## src/rtl/dbus_load_unit.sv

```systemverilog
// Load-side data-bus engine: issues an aligned dword read per load, then
// extracts and sign/zero-extends the addressed byte/half/word/dword.
module dbus_load_unit (
    input  logic        clk,
    input  logic        reset,
    input  logic        req_valid,
    output logic        req_ready,
    input  logic [63:0] req_addr,
    input  logic [1:0]  req_size,
    input  logic        req_unsigned,
    input  logic [4:0]  req_rd,
    output logic        dreq_valid,
    output logic [63:0] dreq_addr,
    output logic [1:0]  dreq_size,
    input  logic        dresp_addr_ok,
    input  logic        dresp_data_ok,
    input  logic [63:0] dresp_data,
    output logic        resp_valid,
    output logic [63:0] resp_data,
    output logic [4:0]  resp_rd,
    output logic        resp_misalign
);

    localparam int unsigned XLEN = 64;
    localparam int unsigned RD_W = 5;

    typedef enum logic [1:0] {
        S_IDLE,
        S_REQ,
        S_WAIT,
        S_DONE
    } state_e;

    state_e            state_q, state_d;
    logic [2:0]        offset_q;
    logic [1:0]        size_q;
    logic              unsigned_q;
    logic [RD_W-1:0]   rd_q;
    logic              req_ready_q;
    logic              dreq_valid_q;
    logic [XLEN-1:0]   dreq_addr_q;
    logic              resp_valid_q;
    logic [XLEN-1:0]   resp_data_q;
    logic [RD_W-1:0]   resp_rd_q;
    logic              resp_misalign_q;

    logic misalign_c;
    logic accept_c;
    logic capture_c;

    // Align the addressed element to bit 0, then extend to 64 bits.
    function automatic logic [XLEN-1:0] extract(input logic [XLEN-1:0] d,
                                                input logic [2:0]      off,
                                                input logic [1:0]      sz,
                                                input logic            uns);
        logic [XLEN-1:0] s;
        s = d >> {off, 3'b000};
        case (sz)
            2'd0:    return {{56{~uns & s[7]}},  s[7:0]};
            2'd1:    return {{48{~uns & s[15]}}, s[15:0]};
            2'd2:    return {{32{~uns & s[31]}}, s[31:0]};
            default: return s;
        endcase
    endfunction

    always_comb begin
        misalign_c = 1'b0;
        case (req_size)
            2'd1:    misalign_c = req_addr[0];
            2'd2:    misalign_c = |req_addr[1:0];
            2'd3:    misalign_c = |req_addr[2:0];
            default: misalign_c = 1'b0;
        endcase
    end

    assign accept_c  = req_valid && (state_q == S_IDLE);
    assign capture_c = ((state_q == S_REQ) && dresp_addr_ok && dresp_data_ok) ||
                       ((state_q == S_WAIT) && dresp_data_ok);

    always_ff @(posedge clk or negedge reset) begin
        if (!reset) begin
            state_q <= S_IDLE;
        end else begin
            state_q <= state_d;
        end
    end

    always_comb begin
        state_d = state_q;
        case (state_q)
            S_IDLE: begin
                if (req_valid) begin
                    state_d = misalign_c ? S_DONE : S_REQ;
                end
            end
            S_REQ: begin
                // data_ok without addr_ok is a bus protocol violation and is ignored.
                if (dresp_addr_ok) begin
                    state_d = dresp_data_ok ? S_DONE : S_WAIT;
                end
            end
            S_WAIT: begin
                if (dresp_data_ok) begin
                    state_d = S_DONE;
                end
            end
            S_DONE:  state_d = S_IDLE;
            default: state_d = S_IDLE;
        endcase
    end

    // Request latch and registered outputs.
    always_ff @(posedge clk or negedge reset) begin
        if (!reset) begin
            offset_q        <= 3'd0;
            size_q          <= 2'd0;
            unsigned_q      <= 1'b0;
            rd_q            <= '0;
            req_ready_q     <= 1'b1;
            dreq_valid_q    <= 1'b0;
            dreq_addr_q     <= '0;
            resp_valid_q    <= 1'b0;
            resp_data_q     <= '0;
            resp_rd_q       <= '0;
            resp_misalign_q <= 1'b0;
        end else begin
            req_ready_q  <= (state_d == S_IDLE);
            dreq_valid_q <= (state_d == S_REQ);
            resp_valid_q <= (state_d == S_DONE);
            if (accept_c) begin
                offset_q   <= req_addr[2:0];
                size_q     <= req_size;
                unsigned_q <= req_unsigned;
                rd_q       <= req_rd;
                if (misalign_c) begin
                    resp_data_q     <= '0;
                    resp_rd_q       <= req_rd;
                    resp_misalign_q <= 1'b1;
                end else begin
                    dreq_addr_q <= {req_addr[XLEN-1:3], 3'b000};
                end
            end else if (capture_c) begin
                resp_data_q     <= extract(dresp_data, offset_q, size_q, unsigned_q);
                resp_rd_q       <= rd_q;
                resp_misalign_q <= 1'b0;
            end
        end
    end

    assign req_ready     = req_ready_q;
    assign dreq_valid    = dreq_valid_q;
    assign dreq_addr     = dreq_addr_q;
    assign dreq_size     = 2'd3;
    assign resp_valid    = resp_valid_q;
    assign resp_data     = resp_data_q;
    assign resp_rd       = resp_rd_q;
    assign resp_misalign = resp_misalign_q;

endmodule

```

## config.mk

```make
export PLATFORM = sky130hd
export DESIGN_NAME = dbus_load_unit
export DESIGN_NICKNAME = d
export VERILOG_FILES = /design/src/rtl/dbus_load_unit.sv
export SDC_FILE = /design/constraint.sdc
export NUM_CORES = 1
export LEC_CHECK = 0
export CORE_ASPECT_RATIO = 0.8
export CORE_UTILIZATION = 30
export DETAILED_ROUTE_END_ITERATION = 10
export PLACE_DENSITY = 0.59
export SLEW_MARGIN = 15
export SYNTH_ARGS = -nofsm -noshare
export SYNTH_HDL_FRONTEND = slang
export SYNTH_SLANG_ARGS = --single-unit
```

## constraint.sdc

```tcl
create_clock -name clk -period 3.58 [get_ports clk]
set_input_delay 0.716 -clock clk [delete_from_list [all_inputs] [get_ports clk]]
set_output_delay 0.716 -clock clk [all_outputs]
set_load 0.05 [all_outputs]
```

# After elaboration in Yosys (flattened, before gate mapping)
# Index checks and enable logic that the tools add are counted.
[totals]
inputBits = 141
output_inout_bits = 139
regBits = 147
[classes]
reduce_logical = 13
n_bitwise = 5
n_shift = 1
eq_ne = 11
n_mux = 17
[ops]
columns = ["operator", "n"]
rows = [
  ["$mux W64", 3],
  ["$pmux W64 S3", 1],
  ["$shr A64 B6 Y64", 1],
  ["$mux W5", 3],
  ["$eq A2 B2 Y1 const B", 6],
  ["$eq A2 B1 Y1 const B", 4],
  ["$mux W2", 4],
  ["$pmux W2 S4", 1],
  ["$logic_not A2 Y1", 3],
  ["$logic_and A1 B1 Y1", 4],
  ["$mux W1", 4],
  ["$reduce_and A2 Y1", 2],
  ["$and A1 B1 Y1", 3],
  ["$pmux W1 S3", 1],
  ["$reduce_or A3 Y1", 1],
  ["$ne A2 B2 Y1 const B", 1],
  ["$not A1 Y1", 2],
  ["$reduce_bool A2 Y1", 1],
  ["$reduce_or A2 Y1", 1],
  ["$logic_or A1 B1 Y1", 1],
]

# Logic depth before layout (Yosys ltp)
# Gate-level depths: netlist (run 1).
[logic_depth]
word_depth = 6
depth_mapped = 9
depth_no_buf = 5

# Least setup slack after synthesis (run 1)
# No wires, ideal clock.
[synth_path]
path_kind = "input port to flip-flop"
start = "in req_valid"
end = "reg resp_data_q[23] (netlist: resp_data[23])"
setup_time_ps = 133
path_slack_ps = 1404
path_stages = 7
t_arrival_ps = 2043
required_ps = 3447
cell_sequence = "or3b_1 a211oi_1 o21ai_1 buf_2 buf_2 a21oi_1 o21ai_0"
[synth_between]
elab_chain_len = 3
elab_cells_between_ends = 5
classes_between = "eq/ne (1); mux (1); reduce/logical (3)"
[synth_rtl]
columns = ["item", "line_no", "source"]
rows = [
  ["start: declaration", "6", "input logic req_valid,"],
  ["$logic_and A1 B1 Y1 (*)", "76", "assign accept_c = req_valid && (state_q == S_IDLE);"],
  ["$ne A2 B2 Y1 (no line) / $reduce_bool A2 Y1 (equally long branches)", "-", ""],
  ["$reduce_and A2 Y1 (no line)", "-", ""],
  ["end signal: assignment", "143", "resp_data_q <= extract(dresp_data, offset_q, size_q, unsigned_q);"],
  ["end: declaration", "43", "logic [XLEN-1:0] resp_data_q;"],
]
# Every way passes the cells marked *; elsewhere a longest branch is shown, timed or not.
# A chain may end at the register's enable or synchronous reset.

# Worst setup path in the final report (run 1)
[layout_path]
start = "in req_valid"
end = "reg resp_rd_q[1] (netlist: resp_rd[1])"
[layout_between]
elab_chain_len = 3
elab_cells_between_ends = 5
classes_between = "eq/ne (1); mux (1); reduce/logical (3)"
[layout_rtl]
columns = ["item", "line_no", "source"]
rows = [
  ["$logic_and A1 B1 Y1 (*)", "76", ""],
  ["$ne A2 B2 Y1 (no line) / $reduce_bool A2 Y1 (equally long branches)", "-", ""],
  ["$reduce_and A2 Y1 (no line)", "-", ""],
  ["end signal: assignment", "137", "resp_rd_q <= req_rd;"],
  ["end signal: assignment", "144", "resp_rd_q <= rd_q;"],
  ["end: declaration", "44", "logic [RD_W-1:0] resp_rd_q;"],
]
# Marked as above.

==> results of run 1 <==
metal layers:
metal	global-route usage, %	vias to the layer above
li1	-	3007
met1	29.8	3232
met2	29.6	235
met3	4.31	25
met4	6.61	0
met5	0	-
final cells by class:
type / instances / share of cell area (%)
Antenna cell: 1 / 0.0220
Clock buffer: 20 / 4.02
Clock inverter: 12 / 1.77
Inverter: 5 / 0.165
Multi-Input combinational cell: 474 / 32.2
Sequential cell: 147 / 32.4
Tap cell: 318 / 3.50
Timing Repair Buffer: 294 / 25.9
flip-flops by register name, summed over array words and instances (netlist names):
signal and flops:
resp_data 64, unsigned_q 1, dreq_addr 61, state_q 2, size_q 2, offset_q 3, resp_rd 5, rd_q 5
req_ready 1, dreq_valid 1, resp_valid 1, resp_misalign 1
logic make-up (layout without fill, tap and decap cells):
logic type	count (synthesis)	after routing	synth area share (%)
other	2	6	0.0987
AO/OA/AOI/OAI	165	165	15.6
buffers and inverters	63	331	3.86
multiplexers	138	138	22.5
flip-flops	147	147	48.4
AND/OR/NAND/NOR	166	166	9.59
power groups by stage:
stage	Combinational, mW	Sequential (mW)	Clock (mW)
final	7.43	2.97	2.05
after CTS	7.44	2.98	2.08
after detailed placement	7.41	3.00	0
after global placement	7.37	2.99	0
after global routing	7.82	3.09	2.15
after floorplan	2.84	5.11	0
worst max-delay path by stage:
stage / slack, ps / to / startpoint
2_1_floorplan: 1400 / resp_data[23] / req_valid
6_report: 580 / resp_rd[1] / req_valid
4_1_cts: 630 / resp_rd[1] / req_valid
5_1_grt: 360 / resp_data[24] / offset_q[0]
3_3_place_gp: 170 / resp_rd[1] / req_valid
3_5_place_dp: 190 / resp_rd[1] / req_valid
layout by cell type (no fill, tap or decap), types with 2 or more instances in the layout:
master | Yosys | routed
o21ai_0 | 45 | 45
bufinv_16 | 0 | 5
clkdlybuf4s50_1 | 0 | 273
mux4_2 | 18 | 18
a21o_1 | 3 | 3
clkbuf_16 | 0 | 17
a32o_1 | 2 | 2
nand2_1 | 88 | 87
and2_1 | 2 | 2
o21ai_1 | 8 | 7
a31oi_1 | 8 | 8
a22oi_1 | 9 | 9
o31ai_2 | 23 | 23
a32oi_1 | 6 | 6
a221o_1 | 7 | 7
nor2b_1 | 3 | 3
clkinv_2 | 0 | 2
nand3_1 | 8 | 8
clkinvlp_4 | 0 | 2
nor3_1 | 3 | 3
inv_1 | 4 | 4
buf_12 | 0 | 4
a21oi_1 | 27 | 27
and3b_1 | 2 | 2
nor2_1 | 47 | 47
clkinv_4 | 0 | 2
a211oi_1 | 16 | 16
nand2b_1 | 2 | 2
o211ai_1 | 2 | 2
conb_1 | 2 | 5
clkbuf_8 | 0 | 2
mux2_2 | 86 | 86
mux2i_1 | 34 | 34
buf_4 | 8 | 16
dfrtp_1 | 146 | 145
a221oi_1 | 6 | 6
==> impl_summary.log, run 1 <==
INFO  metric p_total = between 10 and 15 mW
INFO  metric synthCells = 681
INFO  metric ir_drop = 456 uV
INFO  metric met3WireLength = about 1500 um
INFO  metric max_cap_viol_count = 0
INFO  metric die_height = approximately 140 um
INFO  metric firstDrtPassIters = 5
INFO  metric finalCritPeriodShare = 83.7%
INFO  metric route.top_layer_used = met4
INFO  metric synth_seq_area_share = approximately 48%
INFO  metric place_worst_setup_slack = about 190 ps
INFO  metric dr.first_iter.drc_count = between 500 and 600
INFO  metric floorplan.initialDensity = a little under a third
INFO  metric min_path_type = input port to async pin
INFO  metric rsz0062_at_grt = false
INFO  metric gp_congestion = roughly 0.9
INFO  metric crit_cells = 6
INFO  metric synthArstFlopShare = 100%
INFO  metric avg_vias_per_cell = 5.11
INFO  metric critical-path-max-stage-delay = just over 600 ps
INFO  metric layout.core_utilization = a little under half
INFO  metric cell_pwr_density = between 1000 and 1500 nW/um^2
INFO  metric power.switching_fraction = 48.8%
INFO  metric timing.final.max_slew_violations = 0
INFO  metric grt_remaining_overflow = 0
INFO  metric critical_path_s_top_delay_family = compound AO/OA/AOI/OAI gates
INFO  metric fin_area = 11400 sq um
INFO  metric synth.most_common_cell = dfrtp_1
INFO  metric floorplan.core_area = roughly 25000 sq um
INFO  metric leakage = around 4.7 nW
INFO  metric crit-reg2reg-launch = offset_q[0]
INFO  metric detail_route.wirelength = 26400 um
INFO  metric top_level_ports = between 200 and 300
INFO  metric globalRouteTotalUtil = roughly a fifth
INFO  metric detail_route.wirelength.met1 = 12700 um
INFO  metric synth_seq_cells = between 100 and 150
INFO  metric timing.final.hold_violations = 0
INFO  metric detail_route.drc_violations = 0
INFO  metric cts_num_sinks = 147
INFO  metric nets = roughly 1100
INFO  metric cellInternalPower = 6.37 mW
INFO  metric placed_cells_incl_taps = between 1000 and 1500
INFO  metric cts.clk_slew.worst_paths = ~70 ps
INFO  metric comb_power_share = about 60%
INFO  metric final_period_demand_of_the_worst_path = around 3000 ps
INFO  metric synth_top_area_share = approximately 48%
INFO  metric total_clock_buffers_created_by_cts = 17
INFO  metric core.rowCount = 51
INFO  metric critical_path_peak_fanout = 52
INFO  metric area_delta_synth_final = 49.3%
INFO  metric ctsRootBufferMaster = clkbuf_16
INFO  metric grt_first_pass_wirelength = around 40000 um
INFO  metric finalSetupTns = 0 ps
INFO  metric synth.cells.most_frequent = 146 x dfrtp_1, 88 x nand2_1, 86 x mux2_2, 47 x nor2_1, 45 x o21ai_0
INFO  metric worst-setup-path-type = input port to flop
INFO  metric rr_worst_depth = 5
INFO  metric crit_path_end_kind = flop
INFO  metric timing.rr.end = resp_data[24]
INFO  metric synth-warning-count = 0
INFO  metric insertion_delay = about 430 ps
INFO  metric grt_max_degree = 78
INFO  metric synth_top_area_cell = dfrtp_1
INFO  metric post_cts_hold_buffer_count = 0
INFO  metric max-slew-margin-rel = around 36%
INFO  metric cp_cell_sequence = clkdlybuf4s50_1, or3b_1, a211oi_1, o21ai_4, buf_12, mux2_2
INFO  metric layout-drive-gt1-share = slightly below 20%
INFO  metric antenna_violations_before_repair = 1
INFO  metric actual_transition_at_the_worst_max_transition_pin = 961 ps
INFO  metric detailedPlacementHpwl = approximately 20000 um
INFO  metric count_of_buffers_added_by_post_cts_timing_repair_for_setup = 0
INFO  metric critPathLaunchType = input port
INFO  metric worst-endpoint-arrival = roughly 3300 ps
INFO  metric cp_num_buf_inv = 2
INFO  metric multiInputGateArea = between 3000 and 4000 sq um
INFO  metric number_of_global_route_vias_before_repair = 6319
INFO  metric floorplan.die_area = around 26000 sq um
INFO  metric post_synth_num_cell_types = 48
INFO  metric num_vias = ~6500
INFO  metric fp.dieW = between 150 and 200 um
INFO  metric ant_nets = 0
INFO  metric synth.top_cells.by_area = dfrtp_1 48%, mux2_2 13%, mux4_2 5.3%
INFO  metric final-instance-count-excl-fill = approximately 1300
INFO  metric cts-htree-levels = 4
INFO  metric synth_area = approximately 7600 sq um
INFO  metric run_status = completed
INFO  metric cts_buffer_depth = 2
INFO  metric timing.hold.ws = approximately 320 ps
INFO  metric synth_edf_count = 0
INFO  metric maxClockFrequency = between 0.3 and 0.4 GHz
INFO  metric seqPwrFrac = a little under a quarter
INFO  metric pwr-share-clk = between 10% and 20%
INFO  metric drt-wirelength-per-cell = between 20 and 25 um
INFO  metric p_switching = a little over 6 mW
INFO  metric cp_data_required_time = roughly 3900 ps
INFO  metric final.fill_count = about 2300
INFO  metric tritoncts = yes
INFO  metric final-setup-viol-count = 0
INFO  metric portBuffers = between 200 and 300
INFO  metric regArea = between 3000 and 4000 sq um
INFO  metric placed_cell_areas = around 11000 sq um
INFO  metric syn_avg_cell_area = approximately 11 sq um
INFO  metric synth-main-ff-cell = dfrtp_1
INFO  metric r2r_slack = 640 ps
INFO  metric post_cts.resized_instances = 0
INFO  metric met2WireLength = between 10000 and 15000 um
INFO  metric timing.final.ws_setup = around 580 ps
INFO  metric crit_path_top_delay_cell = a211oi_1
INFO  metric skew = 11.2 ps
Power figures use the tool's default switching activity.
==> run 2, diff against run 1 <==
==> constraint.sdc (replaced) <==
create_clock -name clk -period 3.1 [get_ports clk]
set_input_delay 0.62 -clock clk [delete_from_list [all_inputs] [get_ports clk]]
set_output_delay 0.62 -clock clk [all_outputs]
set_load 0.05 [all_outputs]
==> impl_summary.log, run 2 (synthesis results as in run 1) <==
INFO  metric run_status = completed (unchanged)
INFO  metric timing.final.hold_violations = 0 (unchanged)
INFO  metric timing.hold.ws = 224 ps (was 324 ps)
INFO  metric grt-busiest-layer = met1 (unchanged)
INFO  metric cp_cell_sequence = buf_4, mux4_2, a22oi_1, nor2_1, a21oi_1, o21ai_0 (was clkdlybuf4s50_1, or3b_1, a211oi_1, o21ai_4, buf_12, mux2_2)
INFO  metric globalRouteTotalUtil = 19.9% (was 20.3%)
INFO  metric most_common_library_cell_in_the_layout_ignoring_fill_and_taps = clkdlybuf4s50_1 (unchanged)
INFO  metric die_height = 144 um (unchanged)
INFO  metric floorplan.core_area = 24600 sq um (unchanged)
INFO  metric timing.final.max_slew_violations = 0 (unchanged)
INFO  metric floorplan.initialDensity = 30.9% (unchanged)
INFO  metric ant_nets = 0 (unchanged)
INFO  metric timing.critical_path.from = offset_q[0] (was req_valid)
INFO  metric detailedPlacementHpwl = 19700 um (about the same)
INFO  metric cts_buffer_depth = 2 (unchanged)
INFO  metric total_clock_buffers_created_by_cts = 17 (unchanged)
INFO  metric insertedDiodeCount = 0 (was 1)
INFO  metric crit_path_top_delay_cell = dfrtp_2 (was a211oi_1)
INFO  metric min_path_type = input port to async pin (unchanged)
INFO  metric r2r_slack = 630 ps (was 640 ps)
INFO  metric finalSetupTns = 0 ps (unchanged)
INFO  metric maxClockFrequency = 0.405 GHz
INFO  metric layout.cells.most_common_list = 273 x clkdlybuf4s50_1, 145 x dfrtp_1, 87 x nand2_1, 86 x mux2_2, 47 x nor2_1 (unchanged)
INFO  metric detail_route.wirelength = 26000 um (was 26400 um)
INFO  metric firstDrtPassIters = 5 (unchanged)
INFO  metric layout-drive-gt1-share = 20.4% (was 19.9%)
INFO  metric worst-endpoint-arrival = 2730 ps (was 3300 ps)
INFO  metric floorplan.die_area = 26000 sq um (unchanged)
INFO  metric leakage = 4.73 nW (was 4.71 nW)
INFO  metric grtUsageMet3 = 4.89% (was 4.31%)
INFO  metric dr.first_iter.drc_count = 463 (was 519)
INFO  metric rr_worst_depth = 6 (was 5)
INFO  metric grt_remaining_overflow = 0 (unchanged)
INFO  metric max-slew-margin-rel = 34.0% (was 35.7%)
INFO  metric nets = 1087 (was 1080)
INFO  metric avg_vias_per_cell = 5.16 (was 5.11)
INFO  metric antenna_violations_before_repair = 0 (was 1)
INFO  metric finalCritPeriodShare = 79.6%
INFO  metric number_of_global_route_vias_before_repair = 6324 (was 6319)
INFO  metric top_level_ports = 280 (unchanged)
INFO  metric critical-path-max-stage-delay = 600 ps (was 620 ps)
INFO  metric skew = 9.77 ps (was 11.2 ps)
INFO  metric final-setup-viol-count = 0 (unchanged)
INFO  metric placed_cells_incl_taps = 1245 (was 1238)
INFO  metric cp_data_required_time = 3360 ps (was 3880 ps)
INFO  metric max_cap_viol_count = 0 (unchanged)
INFO  metric global_routing_met1_resource_utilization = 29.5% (was 29.8%)
INFO  metric critical_path_peak_fanout = 31 (was 52)
INFO  metric count_of_buffers_added_by_post_cts_timing_repair_for_setup = 0 (unchanged)
INFO  metric fin_area = 11400 sq um (about the same)
INFO  metric post_cts.resized_instances = 0 (unchanged)
INFO  metric actual_transition_at_the_worst_max_transition_pin = 986 ps (was 961 ps)
INFO  metric fp.dieW = 180 um (unchanged)
INFO  metric crit-reg2reg-launch = offset_q[0] (unchanged)
INFO  metric core.rowCount = 51 (unchanged)
INFO  metric largest_register_ffs = 64 (unchanged)
INFO  metric cts.clk_slew.worst_paths = 60 ps (was 70 ps)
INFO  metric grt_max_degree = 79 (was 78)
INFO  metric gp_congestion = 0.902 (about the same)
INFO  metric num_vias = 6586 (was 6499)
INFO  metric portBuffers = 274 (unchanged)
INFO  metric cts_num_sinks = 147 (unchanged)
INFO  metric grt_first_pass_wirelength = 39100 um (was 39700 um)
INFO  metric rsz0062_at_grt = false (unchanged)
INFO  metric final-instance-count-excl-fill = 1276 (was 1271)
INFO  metric final_period_demand_of_the_worst_path = ~2500 ps
INFO  metric grtUsageMet2 = 28.8% (was 29.6%)
INFO  metric tritoncts = yes (unchanged)
INFO  metric critPathLaunchType = flop (was input port)
INFO  metric cts-htree-levels = 4 (unchanged)
INFO  metric ir_drop = 552 uV (was 456 uV)
INFO  metric area_delta_synth_final = 49.7% (was 49.3%)
INFO  metric critPathCapture = resp_data[16] (was resp_rd[1])
INFO  metric detail_route.drc_violations = 0 (unchanged)
INFO  metric timing.rr.end = resp_data[16] (was resp_data[24])
INFO  metric worst-setup-path-type = flop to flop (was input port to flop)
INFO  metric cell_pwr_density = 1260 nW/um^2 (was 1100 nW/um^2)
INFO  metric crit_path_end_kind = flop (unchanged)
INFO  metric ctsRootBufferMaster = clkbuf_16 (unchanged)
INFO  metric placed_cell_areas = 10700 sq um (about the same)
INFO  metric post_cts_hold_buffer_count = 0 (unchanged)
INFO  metric layout.core_utilization = 46.2% (was 46.1%)
INFO  metric insertion_delay = 420 ps (was 430 ps)
INFO  metric drt-wirelength-per-cell = 20.4 um (was 20.8 um)
## run 2: changes by cell type in the layout (fill, tap and decap cells not counted), sizes merged
cell,change
diode,-1
clkbuf,-1
buf,+7
## run 2: critical path: cells and delay by family, from the launching register on
| kind | cells | cell delay, ps |
|---|---|---|
| mux | 1 | 560 |
| compound gates | 3 | 570 |
| simple gates | 1 | 80 |
| flops | 1 | 600 |
| buf+inv | 1 | 480 |
## run 2: layer usage
layer	share of wire (%)	wire length [um]	vias up
met3	6.6	1700	25
li1	-	-	3013
met5	0	0	-
met2	44	11500	250
met4	1.3	329	0
met1	48	12400	3298
## run 2: layout make-up
class	instances	area (sq um)
clock buffers	19	443
clock inverters	12	205
fillers	2305	13200
inverters	5	18.8
multi-input cells	474	3660
flip-flops and latches	147	3680
well taps	318	398
repair buffers	301	2980
## run 2: worst min path at each step
stage,depth (start not counted),from,end,slack (ps)
6_report,1,reset,dreq_addr[55],220
5_1_grt,1,reset,dreq_addr[54],270
4_1_cts,1,reset,dreq_addr[55],240
3_5_place_dp,2,rd_q[2],rd_q[2],460
3_3_place_gp,2,rd_q[2],rd_q[2],450
2_1_floorplan,0,reset,dreq_addr[10],320
## run 2: power by group
part           switching (mW)  internal (mW)
Combinational            5.57           3.11
Clock                   0.847           1.45
Sequential              0.582           2.79
Total                    7.00           7.35
## run 2: through the flow
step	worst slack, ps	power [mW]
finish	633	14.4
global route	449	15.1
CTS	643	14.4
detailed placement	275	12.1
global placement	337	12.0
floorplan	1020	9.18
